File: config.mk
export PLATFORM = sky130hd
export DESIGN_NAME = dec8b10b_sync_ctrl
export DESIGN_NICKNAME = d
export VERILOG_FILES = /design/src/rtl/dec8b10b_sync_ctrl.sv
export SDC_FILE = /design/constraint.sdc
export NUM_CORES = 1
export LEC_CHECK = 0
export ABC_AREA = 1
export BUFFER_PORTS_ARGS = -buffer_cell sky130_fd_sc_hd__buf_2
export CORE_ASPECT_RATIO = 0.7
export CORE_MARGIN = 2
export CORE_UTILIZATION = 30
export DETAILED_ROUTE_END_ITERATION = 8
export GPL_ROUTABILITY_DRIVEN = 0
export PLACE_DENSITY = 0.45
export SYNTH_ARGS = -nofsm -noshare
export SYNTH_HDL_FRONTEND = slang
export SYNTH_SLANG_ARGS = --single-unit
export TNS_END_PERCENT = 100
File: constraint.sdc
create_clock -name clock -period 2.45 [get_ports clock]
set_input_delay 0 -clock clock [delete_from_list [all_inputs] [get_ports clock]]
set_output_delay 0 -clock clock [all_outputs]
set_load 0.02 [all_outputs]
File: src/rtl/dec8b10b_sync_ctrl.sv
// Comma-based link sync controller behind the 8B/10B decoder.
// Gates decoded data while in sync, requests bit-slips and keeps error stats.
module dec8b10b_sync_ctrl #(
  parameter logic [7:0]  COMMA_K    = 8'hBC,
  parameter int unsigned ACQ_COMMAS = 3,
  parameter int unsigned LOSS_ERRS  = 4,
  parameter int unsigned GOOD_RUN   = 4,
  parameter int unsigned SLIP_WAIT  = 20,
  parameter int unsigned CNT_W      = 16
) (
  input  logic             clock,
  input  logic             reset,
  input  logic             dec_valid,
  input  logic [7:0]       dec_data,
  input  logic             dec_k,
  input  logic             dec_code_err,
  input  logic             dec_disp_err,
  input  logic             force_resync,
  input  logic             stats_clear,
  output logic             slip,
  output logic             sync_ok,
  output logic             rx_valid,
  output logic [7:0]       rx_data,
  output logic             rx_k,
  output logic [CNT_W-1:0] err_count,
  output logic [7:0]       loss_count
);

  typedef enum logic [1:0] {
    LOS,
    ACQUIRE,
    SYNC
  } state_t;

  localparam logic [3:0] ACQ_N  = 4'(ACQ_COMMAS);
  localparam logic [3:0] LOSS_N = 4'(LOSS_ERRS);
  localparam logic [7:0] RUN_N  = 8'(GOOD_RUN);
  localparam logic [7:0] SLIP_N = 8'(SLIP_WAIT);

  state_t     state_q, state_d;
  logic [7:0] slip_cnt_q, slip_cnt_d;
  logic [3:0] comma_cnt_q, comma_cnt_d;
  logic [3:0] elvl_q, elvl_d;
  logic [7:0] good_cnt_q, good_cnt_d;
  logic       slip_d;
  logic       loss_evt;

  logic bad, good, comma;

  assign bad   = dec_valid & (dec_code_err | dec_disp_err);
  assign good  = dec_valid & ~bad;
  assign comma = good & dec_k & (dec_data == COMMA_K);

  always_comb begin
    state_d     = state_q;
    slip_cnt_d  = slip_cnt_q;
    comma_cnt_d = comma_cnt_q;
    elvl_d      = elvl_q;
    good_cnt_d  = good_cnt_q;
    slip_d      = 1'b0;
    loss_evt    = 1'b0;
    if (force_resync) begin
      state_d     = LOS;
      slip_cnt_d  = '0;
      comma_cnt_d = '0;
      elvl_d      = '0;
      good_cnt_d  = '0;
      loss_evt    = (state_q == SYNC);
    end else if (dec_valid) begin
      unique case (state_q)
        LOS: begin
          if (comma) begin
            slip_cnt_d = '0;
            if (ACQ_N == 4'd1) begin
              state_d     = SYNC;
              comma_cnt_d = '0;
              elvl_d      = '0;
              good_cnt_d  = '0;
            end else begin
              state_d     = ACQUIRE;
              comma_cnt_d = 4'd1;
            end
          end else if (slip_cnt_q + 8'd1 == SLIP_N) begin
            slip_d     = 1'b1;
            slip_cnt_d = '0;
          end else begin
            slip_cnt_d = slip_cnt_q + 8'd1;
          end
        end
        ACQUIRE: begin
          if (bad) begin
            state_d     = LOS;
            slip_cnt_d  = '0;
            comma_cnt_d = '0;
          end else if (comma) begin
            if (comma_cnt_q + 4'd1 == ACQ_N) begin
              state_d     = SYNC;
              comma_cnt_d = '0;
              elvl_d      = '0;
              good_cnt_d  = '0;
            end else begin
              comma_cnt_d = comma_cnt_q + 4'd1;
            end
          end
        end
        SYNC: begin
          if (bad) begin
            good_cnt_d = '0;
            if (elvl_q + 4'd1 == LOSS_N) begin
              state_d    = LOS;
              elvl_d     = '0;
              slip_cnt_d = '0;
              loss_evt   = 1'b1;
            end else begin
              elvl_d = elvl_q + 4'd1;
            end
          end else if (elvl_q != 4'd0) begin
            // a full run of clean words pays back one error
            if (good_cnt_q + 8'd1 == RUN_N) begin
              elvl_d     = elvl_q - 4'd1;
              good_cnt_d = '0;
            end else begin
              good_cnt_d = good_cnt_q + 8'd1;
            end
          end
        end
        default: state_d = LOS;
      endcase
    end
  end

  always_ff @(posedge clock or posedge reset) begin
    if (reset) begin
      state_q     <= LOS;
      slip_cnt_q  <= '0;
      comma_cnt_q <= '0;
      elvl_q      <= '0;
      good_cnt_q  <= '0;
      slip        <= 1'b0;
      sync_ok     <= 1'b0;
      rx_valid    <= 1'b0;
      rx_data     <= '0;
      rx_k        <= 1'b0;
      err_count   <= '0;
      loss_count  <= '0;
    end else begin
      state_q     <= state_d;
      slip_cnt_q  <= slip_cnt_d;
      comma_cnt_q <= comma_cnt_d;
      elvl_q      <= elvl_d;
      good_cnt_q  <= good_cnt_d;
      slip        <= slip_d;
      sync_ok     <= (state_d == SYNC);
      rx_valid    <= good & (state_q == SYNC);
      if (dec_valid) begin
        rx_data <= dec_data;
        rx_k    <= dec_k;
      end
      // a coincident clear swallows the event
      if (stats_clear) begin
        err_count <= '0;
      end else if (bad && err_count != '1) begin
        err_count <= err_count + CNT_W'(1);
      end
      if (stats_clear) begin
        loss_count <= '0;
      end else if (loss_evt && loss_count != 8'hFF) begin
        loss_count <= loss_count + 8'd1;
      end
    end
  end

endmodule

==> impl_metrics.yaml <==
final_layout:
  nets: 607
  layoutNonFillerInstCount: 743
  fillers: 1278
  final_cell_mix: "148 x nand2_1, 62 x dfrtp_1, 57 x inv_1, 51 x buf_2, 45 x nand3_1"
  area_growth_pct: 21.4
  layout_commonest_cell: "nand2_1"
  layout-drive-gt1-share_pct: 19.4
  antenna_cells: 0
  utilization_pct: 37.8
power_and_ir_drop:
  ir_drop_v: 0.000302
  leakage_nw: 2.31
  p_sw_uw: 604
  power_frac_comb_pct: 8.9
  switching_share_pct: 24.6
  pwr-share-seq_pct: 43.6
  powerDensity_nw_per_um2: 517
  pwr-share-clk_pct: 47.5
  internal_power_mw: 1.85
timing:
  min_period_ps: 2000
  worst_pin_slew_ps: 727
  slew_violations: 0
  relSlewSlack_pct: 51.5
  worst_slack_ps: 450
  clock_skew_ps: 5.59
  final_hold_viol_count: 0
  period_share_pct: 81.6
  setup_viol: 0
  max_freq_mhz: 500
  rsz0062_at_grt: "false"
  setup-tns-final_ps: 0
clocking:
  clk_latency_ps: 320
  clkTransAtPathRegs_ps: 50
  clockBufferDepth: 2
  ctsHtreeMaxLevel: 3
  numCtsBuffers: 9
  root_buffer: "clkbuf_16"
  cts_tree: "built"
  numClockSinks: 62
place:
  dp.cells: 716
  pre_cts_ws_ps: 457
  dp_hpwl_um: 7150
  io_buffer_count: 51
floorplanning:
  die_x_um: 140
  die_area_um2: 14000
  die_height_um: 99.5
  row_count: 34
  io_pins: 52
  start_util_pct: 31.1
  core_area_um2: 12500
synth:
  syn_area_um2: 3910
  synth_enable_flop_cells: 0
  ys_warn_count: 0
  ys_seq_area_share_pct: 39.7
  syn-num-nets: 537
  synth_cell_types: 38
  avgSynthCellArea_um2: 7.71
  postSynthCellCount: 507
  synth.ff_latch_count: 62
  async_reset_ff_share_pct: 100
  ys.flop_type: "dfrtp_1"
setup_path:
  cp-end-kind: "register"
  arrival_ps: 2200
  critPathKind: "in2reg"
  crit_path_start_kind: "input pin"
  worstPathRequired_ps: 2650
  r2r_slack_ps: 480
  r2r_cells: 12
  crit_fanout: 5
grt:
  grt_pass1_wl_um: 16100
  grt.total_usage_pct: 14.4
  grt_overflow: 0
  grt_max_degree: 33
  grt_pass1_vias: 3319
  antenna_found_initial: 0
routing:
  wl_per_cell_um: 12.6
  post_drt_via_cell_ratio: 4.62
  wl_um: 9400
  firstDrtPassIters: 5
  drtIter0Drc: 247
  drtAntennaViolNets: 0
  vias: 3435
  drc_errors: 0
hold_path:
  holdPathStages: 3
  hold_path_class: "in2reg"
run:
  maxCapViolCount: 0
outcome:
  status: "complete, no violations"
-- through the flow --
stage,instance area [µm²],power [mW],hold WS (ps)
after floorplan,3910,1.22,117
after global placement,4350,1.30,182
after detailed placement,4350,1.30,173
after CTS,4740,2.50,0.0117
after global routing,4740,2.58,17.4
final,4740,2.45,15.4
-- state kept, by name, summed over array words and instances (netlist names) --
| register | cells |
|---|---|
| comma_cnt_q | 4 |
| elvl_q | 4 |
| err_count | 16 |
| good_cnt_q | 8 |
| loss_count | 8 |
| rx_data | 8 |
| rx_k | 1 |
| rx_valid | 1 |
| slip | 1 |
| slip_cnt_q | 8 |
| state_q | 2 |
| sync_ok | 1 |
-- repair_timing --
action | in CTS | in global routing
endpoints found under the setup margin | 0 | 0
hold endpoints to repair | 41 | 0
hold buffers | 12 | 0
resized for setup | 0 | 0
buffers inserted | 0 | 0
-- area by class of cell --
type	instances	area (µm²)	area share (%)
well taps	162	203	4.27
inverters	66	260	5.49
repair buffers	65	403	8.49
flip-flops and latches	62	1550	32.7
clock buffers	11	253	5.33
clock inverters	4	22.5	0.475
multi-input cells	373	2050	43.2
-- metal layers --
metal	share of wire (%)	GRT usage (%)
met2	42	20.7
met1	54	20.4
met3	4.1	4.96
met4	0.65	4.35
met5	0	0
-- critical path, stage by stage --
cell,delay [ps]
dlygate4sd3_1,550
buf_2,150
nor2_2,110
dlygate4sd3_1,560
nand2_1,60
inv_1,60
nand2_1,40
nor2_1,90
inv_1,80
nand2_1,60
o21ai_0,150
nand2_1,190
o21ai_0,100
-- Yosys cell counts, types with 3 or more instances --
cell type / instances / share of area [%]
o31ai_1: 8 / 1.5
nor2_1: 34 / 3.3
dfrtp_1: 62 / 40
nand4_1: 16 / 2.6
inv_1: 58 / 5.6
nor2_2: 5 / 0.80
nor3_2: 4 / 1.0
buf_6: 3 / 0.86
clkbuf_1: 3 / 0.29
xor2_1: 17 / 3.8
nand2_2: 4 / 0.64
a21oi_1: 13 / 1.7
o21ai_1: 9 / 1.2
nand3_1: 45 / 5.8
nor3_1: 9 / 1.2
o21ai_0: 17 / 2.2
nand2_1: 148 / 14
nor2_4: 5 / 1.4
inv_2: 5 / 0.48
ha_1: 14 / 4.5
nand3_2: 5 / 1.3
nand2_4: 3 / 0.86
-- power groups by stage --
| stage | registers [mW] | clock network [mW] | logic [mW] |
|---|---|---|---|
| global route | 1.07 | 1.26 | 0.248 |
| detailed placement | 1.09 | 0 | 0.209 |
| floorplan | 1.11 | 0 | 0.117 |
| finish | 1.07 | 1.16 | 0.219 |
| CTS | 1.07 | 1.21 | 0.224 |
| global placement | 1.09 | 0 | 0.209 |
-- final timing paths --
| path | start | to |
|---|---|---|
| hold reg to reg | rx_data[7] | rx_data[7] |
| hold / removal | dec_valid | rx_data[2] |
| min in group asynchronous | reset | slip_cnt_q[6] |
| setup / recovery | dec_code_err | comma_cnt_q[2] |
| setup reg to reg | state_q[0] | good_cnt_q[4] |
| max in group asynchronous | reset | rx_data[6] |
-- cell families (layout without fill, tap and decap cells) --
| group | after synthesis | count (layout) | share of synthesized area [%] |
|---|---|---|---|
| flip-flops | 62 | 62 | 39.7 |
| AND/OR/NAND/NOR | 285 | 285 | 35.3 |
| adder cells (fa/ha/maj) | 14 | 14 | 4.48 |
| buffers and inverters | 72 | 146 | 7.81 |
| AO/OA/AOI/OAI | 56 | 56 | 8.71 |
| XOR/XNOR | 18 | 18 | 4.03 |
(Power assumes the default switching activity.)
